===== src/rtl/multicycle_ctrl.sv =====
// multicycle_ctrl: FETCH/DECODE/EXECUTE/MEMORY/WRITEBACK sequencer for the
// ARM-subset core. Owns PC and IR, evaluates the condition field, issues
// one-cycle datapath enables and runs req/ack memory handshakes with a
// wait-state timeout that parks the machine in FAULT.
module multicycle_ctrl #(
    parameter int                ADDR_W   = 32,
    parameter logic [ADDR_W-1:0] RESET_PC = '0,
    parameter int                TIMEOUT  = 16,
    parameter int                CNT_W    = 32
) (
    input  logic              clk,
    input  logic              rst_n,
    input  logic              run,
    output logic              imem_req,
    output logic [ADDR_W-1:0] imem_addr,
    input  logic              imem_ack,
    input  logic [31:0]       imem_rdata,
    output logic [31:0]       instr,
    input  logic [1:0]        cls,
    input  logic [3:0]        opcode,
    input  logic              set_cond,
    input  logic              is_load,
    input  logic [3:0]        flags,
    output logic              alu_en,
    output logic              flags_we,
    output logic              rf_we,
    output logic              lr_we,
    output logic [ADDR_W-1:0] lr_val,
    output logic              dmem_req,
    output logic              dmem_we,
    input  logic              dmem_ack,
    output logic [CNT_W-1:0]  retired,
    output logic              fault,
    output logic [2:0]        state
);

    typedef enum logic [2:0] {
        S_FETCH     = 3'd0,
        S_DECODE    = 3'd1,
        S_EXECUTE   = 3'd2,
        S_MEMORY    = 3'd3,
        S_WRITEBACK = 3'd4,
        S_FAULT     = 3'd7
    } state_t;

    localparam int WAIT_W = $clog2(TIMEOUT + 1);

    state_t              state_q, state_d;
    logic [ADDR_W-1:0]   pc_q, pc_d;
    logic [31:0]         instr_q, instr_d;
    logic [CNT_W-1:0]    retired_q, retired_d;
    logic                fault_q, fault_d;
    logic [WAIT_W-1:0]   wait_q, wait_d;
    // Holds imem_req once raised so a later drop of run cannot abort it.
    logic                busy_q, busy_d;

    logic signed [25:0]  br_off26;
    logic [ADDR_W-1:0]   br_off;
    logic                wait_hit;
    logic                cond_ok;

    assign br_off26  = {instr_q[23:0], 2'b00};
    assign br_off    = ADDR_W'(br_off26);
    assign wait_hit  = (wait_q == WAIT_W'(TIMEOUT - 1));
    assign imem_addr = pc_q;
    assign instr     = instr_q;
    assign retired   = retired_q;
    assign fault     = fault_q;
    assign state     = state_q;

    // ARM condition codes against NZCV; code 15 (NV) is treated as a fail.
    always_comb begin
        cond_ok = 1'b0;
        case (instr_q[31:28])
            4'd0:    cond_ok = flags[2];
            4'd1:    cond_ok = !flags[2];
            4'd2:    cond_ok = flags[1];
            4'd3:    cond_ok = !flags[1];
            4'd4:    cond_ok = flags[3];
            4'd5:    cond_ok = !flags[3];
            4'd6:    cond_ok = flags[0];
            4'd7:    cond_ok = !flags[0];
            4'd8:    cond_ok = flags[1] && !flags[2];
            4'd9:    cond_ok = !flags[1] || flags[2];
            4'd10:   cond_ok = (flags[3] == flags[0]);
            4'd11:   cond_ok = (flags[3] != flags[0]);
            4'd12:   cond_ok = !flags[2] && (flags[3] == flags[0]);
            4'd13:   cond_ok = flags[2] || (flags[3] != flags[0]);
            4'd14:   cond_ok = 1'b1;
            default: cond_ok = 1'b0;
        endcase
    end

    // Next-state and Moore outputs; ack beats a timeout landing on the same edge.
    always_comb begin
        state_d   = state_q;
        pc_d      = pc_q;
        instr_d   = instr_q;
        retired_d = retired_q;
        fault_d   = fault_q;
        wait_d    = '0;
        busy_d    = 1'b0;
        imem_req  = 1'b0;
        alu_en    = 1'b0;
        flags_we  = 1'b0;
        rf_we     = 1'b0;
        lr_we     = 1'b0;
        lr_val    = '0;
        dmem_req  = 1'b0;
        dmem_we   = 1'b0;
        case (state_q)
            S_FETCH: begin
                // rst_n gating drops req the instant reset asserts
                imem_req = rst_n && (run || busy_q);
                if (imem_req) begin
                    if (imem_ack) begin
                        instr_d = imem_rdata;
                        pc_d    = pc_q + ADDR_W'(4);
                        state_d = S_DECODE;
                    end else if (wait_hit) begin
                        fault_d = 1'b1;
                        state_d = S_FAULT;
                    end else begin
                        wait_d = wait_q + WAIT_W'(1);
                        busy_d = 1'b1;
                    end
                end
            end
            S_DECODE: begin
                if (!cond_ok) begin
                    retired_d = retired_q + CNT_W'(1);
                    state_d   = S_FETCH;
                end else if (cls == 2'b11) begin
                    fault_d = 1'b1;
                    state_d = S_FAULT;
                end else begin
                    state_d = S_EXECUTE;
                end
            end
            S_EXECUTE: begin
                alu_en = 1'b1;
                case (cls)
                    2'b00: state_d = S_WRITEBACK;
                    2'b01: state_d = S_MEMORY;
                    2'b10: begin
                        // pc already holds instr addr + 4
                        pc_d      = pc_q + ADDR_W'(4) + br_off;
                        lr_we     = instr_q[24];
                        lr_val    = instr_q[24] ? pc_q : '0;
                        retired_d = retired_q + CNT_W'(1);
                        state_d   = S_FETCH;
                    end
                    default: begin
                        fault_d = 1'b1;
                        state_d = S_FAULT;
                    end
                endcase
            end
            S_MEMORY: begin
                dmem_req = 1'b1;
                dmem_we  = !is_load;
                if (dmem_ack) begin
                    if (is_load) begin
                        state_d = S_WRITEBACK;
                    end else begin
                        retired_d = retired_q + CNT_W'(1);
                        state_d   = S_FETCH;
                    end
                end else if (wait_hit) begin
                    fault_d = 1'b1;
                    state_d = S_FAULT;
                end else begin
                    wait_d = wait_q + WAIT_W'(1);
                end
            end
            S_WRITEBACK: begin
                // compare-class ops only update flags
                rf_we     = !((cls == 2'b00) && (opcode[3:2] == 2'b10));
                flags_we  = (cls == 2'b00) && set_cond;
                retired_d = retired_q + CNT_W'(1);
                state_d   = S_FETCH;
            end
            default: state_d = S_FAULT;
        endcase
    end

    // State register with asynchronous reset.
    always_ff @(posedge clk or negedge rst_n) begin
        if (!rst_n) begin
            state_q   <= S_FETCH;
            pc_q      <= RESET_PC;
            instr_q   <= '0;
            retired_q <= '0;
            fault_q   <= 1'b0;
            wait_q    <= '0;
            busy_q    <= 1'b0;
        end else begin
            state_q   <= state_d;
            pc_q      <= pc_d;
            instr_q   <= instr_d;
            retired_q <= retired_d;
            fault_q   <= fault_d;
            wait_q    <= wait_d;
            busy_q    <= busy_d;
        end
    end

endmodule


===== config.mk =====
export PLATFORM = sky130hd
export DESIGN_NAME = multicycle_ctrl
export DESIGN_NICKNAME = d
export VERILOG_FILES = /design/src/rtl/multicycle_ctrl.sv
export SDC_FILE = /design/constraint.sdc
export NUM_CORES = 1
export LEC_CHECK = 0
export CORE_MARGIN = 2
export CORE_UTILIZATION = 52
export CTS_BUF_LIST = sky130_fd_sc_hd__clkbuf_2 sky130_fd_sc_hd__clkbuf_4 sky130_fd_sc_hd__clkbuf_8
export DETAILED_ROUTE_END_ITERATION = 7
export GPL_ROUTABILITY_DRIVEN = 0
export PLACE_DENSITY_LB_ADDON = 0.3
export SLEW_MARGIN = 30
export SYNTH_ARGS = -nofsm -noshare
export SYNTH_HDL_FRONTEND = slang
export SYNTH_SLANG_ARGS = --single-unit

===== constraint.sdc =====
create_clock -name clk -period 5.7 [get_ports clk]
set_clock_uncertainty 0.05 [all_clocks]
set_input_delay 0.57 -clock clk [delete_from_list [all_inputs] [get_ports clk]]
set_output_delay 0.57 -clock clk [all_outputs]
set_load 0.01 [all_outputs]

# After elaboration in Yosys (flattened, before gate mapping)
# Index checks and enable logic that the tools add are counted.
dict set report word_totals {
  regBits 106
  in_bits 49
  word_cells 119
  output_inout_bits 139
}
dict set report classes {
  muxes 47
  add_sub_neg 4
  n_reduce_logical 25
  n_eq_ne 36
}
# cell n
set op_table {}
lappend op_table {{32-bit two-way mux} 10}
lappend op_table {{32-bit case mux with 4 select lines} 1}
lappend op_table {{32-bit case mux with 2 select lines} 1}
lappend op_table {{32-bit by 1-bit adder with 32-bit output, second input constant} 1}
lappend op_table {{32-bit by 3-bit adder with 32-bit output, second input constant} 1}
lappend op_table {{32-bit adder} 1}
lappend op_table {{4-bit equality test, second input constant} 7}
lappend op_table {{2-bit inequality test, second input constant} 11}
lappend op_table {{3-bit two-way mux} 7}
lappend op_table {{5-bit two-way mux} 4}
lappend op_table {{1-bit two-way mux} 19}
lappend op_table {{4-bit by 3-bit equality test with 1-bit output, second input constant} 4}
lappend op_table {{1-bit case mux with 15 select lines} 1}
lappend op_table {{3-bit case mux with 5 select lines} 1}
lappend op_table {{5-bit case mux with 2 select lines} 1}
lappend op_table {{3-bit case mux with 3 select lines} 1}
lappend op_table {{4-bit by 2-bit equality test with 1-bit output, second input constant} 2}
lappend op_table {{4-bit nonzero test} 2}
lappend op_table {{7-bit AND reduction} 1}
lappend op_table {{2-bit equality test, second input constant} 3}
lappend op_table {{3-bit by 2-bit equality test with 1-bit output, second input constant} 2}
lappend op_table {{1-bit zero test} 6}
lappend op_table {{5-bit by 1-bit adder with 5-bit output, second input constant} 1}
lappend op_table {{5-bit by 4-bit equality test with 1-bit output, second input constant} 1}
lappend op_table {{17 further kinds} 23}

# Depth between registers and ports, before layout
# Gate-level depths: netlist (run 1).
dict set report depth {
  ltp_word 5
  ltp_mapped 16
  mapped_depth_nobuf 15
}

# Worst setup path after synthesis (run 1)
# Ideal clock, no wire load.
dict set report synth_path {
  kind {flip-flop to flip-flop}
  startpoint {register pc_q[8], in the netlist imem_addr[8]}
  endpoint {register pc_q[31], in the netlist imem_addr[31]}
  setup_slack_ns 2.038
  setup_time_ns 0.141
  arrival_time_ns 3.471
  period_less_slack_ns 3.662
  t_required_ns 5.509
  path_buffers 1
  path_stages_with_launch 17
  cell_sequence {dfrtp_1 > buf_2 > nand4_1 > or2_2 > nor2_1 > nand3_1 > nor3_1 > xor2_1 > ha_1 > a21o_1 > a21oi_1 > o211ai_1 > or3_1 > a21oi_1 > nor4_1 > o211ai_1 > o311ai_1}
}
dict set report synth_between {
  elab_chain_len 4
  elab_cells_between_ends 6
  classes_between {add/sub (2); mux (4)}
}
# item line
set synth_rtl {}
lappend synth_rtl {{from (decl)} 49} ;# logic [ADDR_W-1:0] pc_q, pc_d;
lappend synth_rtl {{from (signal assigned)} 199} ;# pc_q <= pc_d;
lappend synth_rtl {{32-bit by 3-bit adder with 32-bit output (*)} {118, 147}}
lappend synth_rtl {{32-bit adder or 32-bit two-way mux (tied branches)} {147, 116}}
lappend synth_rtl {{32-bit two-way mux (on tied branches)} {142, 115}}
lappend synth_rtl {{32-bit case mux with 2 select lines (*)} 111} ;# case (state_q)
# Mark *: on every way between the ends. The rest lies on a longest branch, timed or not. The select of a mux whose other input is x is not followed.
# A chain may end at the register's enable or synchronous reset.

# Final worst setup path (run 1)
# Same ends and word-level chain as after synthesis.

==> results.sh, run 1 <==
export IMPL_status="finished clean"
export IMPL_hpwl_um=14050
export IMPL_synth_seq_cells=104
export IMPL_cts_buffers=9
export IMPL_yosys_area_top_type_share_pct=34.91
export IMPL_n_fill_cell=1183
export IMPL_tightest_slew_ns=0.8762
export IMPL_required_ns=5.93
export IMPL_diodes=0
export IMPL_max_freq_mhz=228.0
export IMPL_r2r_end="imem_addr[31]$_DFFE_PN0P_"
export IMPL_grtUsageMet1_pct=36.15
export IMPL_grt_busiest_layer="met2"
export IMPL_ant_nets=0
export IMPL_synth_compound_area_share_pct=16.41
export IMPL_critPathBufInv=0
export IMPL_slew_headroom_pct=41.59
export IMPL_layout_min_cycle_time_ns=4.386
export IMPL_hold_path_class="input port to async pin"
export IMPL_rsz0062_at_grt="false"
export IMPL_cts_repair_resized=0
export IMPL_synthMuxAreaShare_pct=0.9567
export IMPL_synthDistinctLibCells=63
export IMPL_max_stage_delay_ns=0.53
export IMPL_syn2layout_area_growth_pct=27.69
export IMPL_critical_path_class="flip-flop to flip-flop"
export IMPL_crit_path_max_fanout=8
export IMPL_seq_power_share_pct=29.0
export IMPL_use_met2_pct=45.40
export IMPL_async_flop_share_pct=100.0
export IMPL_worstRegToRegCells=15
export IMPL_worstPathCellList="nand4_1 > or2_2 > nor2_1 > nand3_1 > nor3_1 > xor2_1 > ha_1 > a21o_1 > a21oi_1 > o211ai_1 > or3_1 > a21oi_1 > nor4_1 > o211ai_1 > o311ai_1"
export IMPL_final_nets=1143
export IMPL_r2r_start="imem_addr[8]$_DFFE_PN0P_"
export IMPL_cts_tree="built"
export IMPL_max_cap_violations=0
export IMPL_internal_power_uw=2456
export IMPL_combPwrFrac_pct=60.8
export IMPL_ios=188
export IMPL_startpoint_type="flip-flop"
export IMPL_first_pass_iters=5
export IMPL_fp_dieH_um=123.7
export IMPL_syn_inst=901
export IMPL_fin_crit_sh_pct=76.95
export IMPL_synth_warnings=0
export IMPL_grt_max_degree=62
export IMPL_synth_ff_type="dfrtp_1"
export IMPL_clk_pin_slew_ns=0.11
export IMPL_setup_tns_final_ns=0
export IMPL_p_per_area_nw_per_um2=487.3
export IMPL_syn_area_sq_um=7455
export IMPL_ir_drop_mv=0.2926
export IMPL_crit_arrival_ns=4.62
export IMPL_post_route_drc_count=0
export IMPL_endpoint_kind="flip-flop"
export IMPL_syn_area_per_cell_sq_um=8.274
export IMPL_synth_top_family_by_area="simple AND/OR/NAND/NOR gates"
export IMPL_cts_sinks=104
export IMPL_clockPowerShare_pct=10.2
export IMPL_routed_via_density=5.749
export IMPL_setup_viol=0
export IMPL_synthSimpleGateAreaFrac_pct=26.80
export IMPL_drive_above_1_share_pct=3.412
export IMPL_fin_cells=1235
export IMPL_grt_overflow_total=0
export IMPL_drtIter0Drc=514
export IMPL_cp_startpoint="imem_addr[8]$_DFFE_PN0P_"
export IMPL_routed_wl_um=19970
export IMPL_multi_input_area_sq_um=4601
export IMPL_gr_usage_met3_pct=3.938
export IMPL_synth_top_area_cell="dfrtp_1"
export IMPL_synth_fa_ha_area_share_pct=7.486
export IMPL_insertion_delay_ns=0.40
export IMPL_cts_buffer_depth=2
export IMPL_synth_edf_count=0
export IMPL_grt_pass1_wl_um=32740
export IMPL_grt_pass1_vias=6654
export IMPL_io_buffers=181
export IMPL_p_sw_uw=2182
export IMPL_synth_area_leaders="dfrtp_1 (35%), nand2_1 (8.0%), ha_1 (7.2%)"
export IMPL_synth_xor_area_share_pct=9.752
export IMPL_die_area_sq_um=15310
export IMPL_seq_area_frac_synth_pct=34.91
export IMPL_hold_viol=0
export IMPL_p_sw_share_pct=47.04
export IMPL_cts_hold_fix_buffers=0
export IMPL_place_inst=1219
export IMPL_fp_dieW_um=123.7
export IMPL_r2r_setup_slack_ns=1.31
export IMPL_ctsHtreeMaxLevel=3
export IMPL_core_sq_um=13930
export IMPL_wl_per_cell_um=16.17
export IMPL_num_vias=7100
export IMPL_rows=43
export IMPL_cp_slowest_cell="dfrtp_1"
export IMPL_grt_usage_pct=27.02
export IMPL_grt_antenna_before_repair=0
export IMPL_seq_area_sq_um=2603
export IMPL_root_buffer="clkbuf_8"
export IMPL_cp_top_family="simple AND/OR/NAND/NOR gates"
export IMPL_initial_core_util_pct=53.50
export IMPL_p_leak_uw=0.004261
export IMPL_worst_path_stages=15
export IMPL_cts_setup_buffers=0
export IMPL_drv_slew=0
## flip-flops by register name (all words and copies together), names as in the netlist
signal and count:
instr 32, wait_q 5, retired 32, fault 1
imem_addr 30, busy_q 1, state 3
## per-stage QoR
stage / cell area, sq um / total power, uW / utilization (%) / hold slack (ns) / setup WS (ns)
detailed placement: 9329 / 4150 / 66.95 / 0.4113 / 1.417
finish: 9519 / 4639 / 68.31 / 0.09975 / 1.314
floorplan: 7466 / 3193 / - / 0.2244 / 2.038
CTS: 9517 / 4633 / 68.29 / 0.1245 / 1.394
global route: 9519 / 5047 / 68.31 / 0.1556 / 0.9848
global placement: 9328 / 4092 / 66.94 / 0.3985 / 1.498
## worst register-to-register path, stage by stage, from the launching register on
cell	delay (ns)
dfrtp_1	0.53
nand4_1	0.25
or2_2	0.38
nor2_1	0.31
nand3_1	0.25
nor3_1	0.31
xor2_1	0.22
ha_1	0.31
a21o_1	0.18
a21oi_1	0.22
o211ai_1	0.14
or3_1	0.35
a21oi_1	0.31
nor4_1	0.12
o211ai_1	0.21
o311ai_1	0.13
## placed cells by master, fill, tap and decap left out, drive strengths merged, types with 35 or more instances in the layout
master	n
a21oi	59
and2	39
clkdlybuf4s50	180
dfrtp	104
ha	43
nand2	158
nand3	35
nor2	57
o21ai	46
xnor2	60
## kinds of logic (layout without fill, tap and decap cells)
logic type / count (synthesis) / count (layout)
AO/OA/AOI/OAI: 196 / 196
XOR/XNOR: 83 / 83
adder cells (fa/ha/maj): 44 / 44
buffers and inverters: 66 / 217
flip-flops: 104 / 104
multiplexers: 7 / 7
other: 1 / 4
AND/OR/NAND/NOR: 400 / 400
## cell usage after synthesis (all sizes together), types with 3 or more instances
cell / number
nand2: 158
dfrtp: 104
xnor2: 60
a21oi: 59
nor2: 57
o21ai: 46
ha: 43
clkbuf: 42
and2: 39
nand3: 35
and3: 27
nand4: 25
xor2: 23
a21o: 17
and4: 17
inv: 15
a31oi: 14
nor3: 14
buf: 9
o21a: 9
mux2i: 6
o211ai: 6
a211o: 5
nand2b: 5
o22ai: 5
or3: 5
nor2b: 4
nor4: 4
o21bai: 4
a211oi: 3
a221oi: 3
o2111ai: 3
or2: 3
## power by group through the flow
stage | Clock, uW | Sequential (uW) | Combinational (uW)
CTS | 480 | 1340 | 2810
finish | 472 | 1350 | 2820
detailed placement | 0 | 1350 | 2800
floorplan | 0 | 1310 | 1880
global placement | 0 | 1350 | 2740
global route | 509 | 1390 | 3150
## cell type report
type,instances,area share (%)
Multi-Input combinational cell,734,48.33
Sequential cell,104,27.34
Timing Repair Buffer,186,19.40
Tap cell,180,2.366
Clock buffer,10,1.380
Clock inverter,6,0.5915
Inverter,15,0.5915
## worst max-delay path by stage
stage                                      to  slack, ns
global route        imem_addr[28]$_DFFE_PN0P_       0.98
detailed placement  imem_addr[31]$_DFFE_PN0P_       1.42
global placement    imem_addr[31]$_DFFE_PN0P_       1.50
floorplan           imem_addr[31]$_DFFE_PN0P_       2.04
CTS                 imem_addr[31]$_DFFE_PN0P_       1.39
finish              imem_addr[31]$_DFFE_PN0P_       1.31
## metal layers
metal | routed length, um | vias up
li1 | - | 3482
met1 | 8730 | 3365
met2 | 9667 | 226
met3 | 1218 | 27
met4 | 356 | 0
met5 | 0 | -
No activity file was read; power rests on OpenSTA's default activity.
==> inputs of run 2 (changes only) <==
- CORE_UTILIZATION: 52 -> 47
- clock period: 5.7 -> 3.7 ns (I/O delays scaled with it)
==> results.sh, run 2 (synthesis results as in run 1) <==
export IMPL_status="finished clean"
export IMPL_grt_pass1_wl_um=34560
export IMPL_max_cap_violations=0
export IMPL_drive_above_1_share_pct=11.78
export IMPL_ios=188
export IMPL_routed_wl_um=21430
export IMPL_final_cell_mix="clkdlybuf4s50_1 (180), nand2_1 (157), dfrtp_1 (102)"
export IMPL_crit_arrival_ns=3.85
export IMPL_p_leak_uw=0.004642
export IMPL_hpwl_um=15400
export IMPL_startpoint_type="flip-flop"
export IMPL_grt_usage_pct=25.54
export IMPL_grt_antenna_before_repair=0
export IMPL_endpoint_kind="flip-flop"
export IMPL_multi_input_area_sq_um=4716
export IMPL_seq_area_sq_um=2605
export IMPL_r2r_setup_slack_ns=0.14
export IMPL_rows=46
export IMPL_fp_dieW_um=129.9
export IMPL_core_sq_um=15710
export IMPL_die_area_sq_um=16880
export IMPL_pre_cts_ws_ns=-0.02787
export IMPL_setup_tns_final_ns=0
export IMPL_grt_overflow_total=0
export IMPL_critPathBufInv=1
export IMPL_root_buffer="clkbuf_8"
export IMPL_fp_dieH_um=129.9
export IMPL_worstPathCellList="ha_1 > and3_1 > nand3_1 > nor2_1 > xor2_1 > ha_1 > nand4_1 > nor2_1 > a2111oi_2 > buf_4 > a31oi_2 > o211ai_1 > nand2_1 > or4b_1 > nand4_1"
export IMPL_ant_nets=0
export IMPL_fin_crit_sh_pct=96.27
export IMPL_num_vias=7343
export IMPL_max_freq_mhz=280.8
export IMPL_final_nets=1217
export IMPL_cts_hold_fix_buffers=0
export IMPL_wl_per_cell_um=15.93
export IMPL_initial_core_util_pct=47.44
export IMPL_insertion_delay_ns=0.41
export IMPL_p_per_area_nw_per_um2=776.1
export IMPL_slew_headroom_pct=45.05
export IMPL_hold_path_class="input port to async pin"
export IMPL_clk_pin_slew_ns=0.12
export IMPL_hold_ws_ns=0.1380
export IMPL_place_inst=1319
export IMPL_drv_slew=0
export IMPL_diodes=0
export IMPL_layout_min_cycle_time_ns=3.562
export IMPL_crit_path_max_fanout=5
export IMPL_cts_sinks=104
export IMPL_cts_buffers=9
export IMPL_hold_viol=0
export IMPL_ctsHtreeMaxLevel=3
export IMPL_n_fill_cell=1316
export IMPL_fin_cells=1345
export IMPL_grt_max_degree=57
export IMPL_io_buffers=181
export IMPL_setup_viol=0
export IMPL_required_ns=3.99
export IMPL_worstRegToRegCells=15
export IMPL_first_pass_iters=5
export IMPL_post_route_drc_count=0
export IMPL_worst_slack_ns=0.1381
export IMPL_r2r_start="imem_addr[2]$_DFFE_PN0P_"
export IMPL_grt_pass1_vias=6877
export IMPL_cp_top_family="simple AND/OR/NAND/NOR gates"
export IMPL_critical_path_class="flip-flop to flip-flop"
export IMPL_tightest_slew_ns=0.8238
export IMPL_ir_drop_mv=0.4283
export IMPL_cts_buffer_depth=2
export IMPL_final_common_cell="clkdlybuf4s50_1"
export IMPL_cts_tree="built"
export IMPL_drtIter0Drc=548
export IMPL_cp_slowest_cell="or4b_1"
export IMPL_syn2layout_area_growth_pct=37.80
export IMPL_routed_via_density=5.459
export IMPL_max_stage_delay_ns=0.48
export IMPL_r2r_end="imem_addr[26]$_DFFE_PN0P_"
[run 2: changes by cell type in the layout (fill, tap and decap cells not counted), moves of 3 or more]
cell / previous run / this run
a21oi_1: 59 / 56
a21oi_2: 0 / 3
buf_4: 6 / 79
ha_1: 43 / 40
nor2_1: 56 / 52
[run 2: worst max-delay path by stage]
| stage | startpoint | end | depth (start not counted) |
|---|---|---|---|
| after floorplan | imem_addr[8]$_DFFE_PN0P_ | imem_addr[31]$_DFFE_PN0P_ | 16 |
| after global placement | imem_addr[2]$_DFFE_PN0P_ | imem_addr[26]$_DFFE_PN0P_ | 15 |
| after detailed placement | imem_addr[2]$_DFFE_PN0P_ | imem_addr[26]$_DFFE_PN0P_ | 15 |
| after CTS | imem_addr[2]$_DFFE_PN0P_ | imem_addr[26]$_DFFE_PN0P_ | 15 |
| after global routing | imem_addr[7]$_DFFE_PN0P_ | imem_addr[31]$_DFFE_PN0P_ | 18 |
| final | imem_addr[2]$_DFFE_PN0P_ | imem_addr[26]$_DFFE_PN0P_ | 15 |
[run 2: worst reg2reg max path, cell delays in order, from the launching register on]
cell	delay [ns]
dfrtp_2	0.43
ha_1	0.19
and3_1	0.19
nand3_1	0.16
nor2_1	0.15
xor2_1	0.20
ha_1	0.31
nand4_1	0.14
nor2_1	0.07
a2111oi_2	0.24
buf_4	0.18
a31oi_2	0.14
o211ai_1	0.33
nand2_1	0.12
or4b_1	0.48
nand4_1	0.12
[run 2: per-stage QoR]
stage | instance area, sq um | utilization (%) | power, uW
global route | 10270 | 65.38 | 8636
detailed placement | 9853 | 62.71 | 6907
finish | 10270 | 65.38 | 7972
floorplan | 7466 | - | 4918
CTS | 10070 | 64.07 | 7737
global placement | 9853 | 62.71 | 6809
[run 2: layer usage]
layer / part of all wire, % / vias to the layer above / GRT usage (%)
li1: - / 3622 / -
met3: 6.5 / 20 / 5.084
met2: 47 / 235 / 41.11
met4: 1.4 / 0 / 7.400
met5: 0 / - / 0
met1: 45 / 3466 / 35.08
[run 2: where the power goes]
group	leakage, uW	switching, uW	total [uW]	internal, uW
combinational	0.00321	2680	5250	2570
sequential	0.00133	459	1940	1480
clock	0.000108	502	783	281
total	0.00464	3640	7970	4330
[run 2: what timing repair did]
action,CTS,global route
endpoints found under the setup margin,2,13
endpoints found under the hold margin,0,0
resized for setup,2,28
cloned,0,0
pin swaps,0,12
setup buffers,0,10
[run 2: layout make-up]
cell class | instances | area share, %
well taps | 216 | 2.631
flip-flops and latches | 104 | 25.36
repair buffers | 260 | 23.51
clock inverters | 7 | 0.8404
multi-input cells | 734 | 45.91
inverters | 15 | 0.5481
clock buffers | 9 | 1.206
==> inputs of run 3 (changes only) <==
--- a/config.mk
+++ b/config.mk
@@ -9,4 +9,5 @@
 export CORE_UTILIZATION = 47
 export CTS_BUF_LIST = sky130_fd_sc_hd__clkbuf_2 sky130_fd_sc_hd__clkbuf_4 sky130_fd_sc_hd__clkbuf_8
+export CTS_CLUSTER_DIAMETER = 60
 export DETAILED_ROUTE_END_ITERATION = 7
 export GPL_ROUTABILITY_DRIVEN = 0
--- a/constraint.sdc
+++ b/constraint.sdc
@@ -3,3 +3,3 @@
 set_input_delay 0.37 -clock clk [delete_from_list [all_inputs] [get_ports clk]]
 set_output_delay 0.37 -clock clk [all_outputs]
-set_load 0.01 [all_outputs]
+set_load 0.005 [all_outputs]
==> results of run 3 <==
The final DEF is identical to that of run 2. Status: finished clean.
Among the figures that moved: total power 7972 uW -> 7828 uW; worst IR drop on VDD 0.4283 mV -> 0.4089 mV
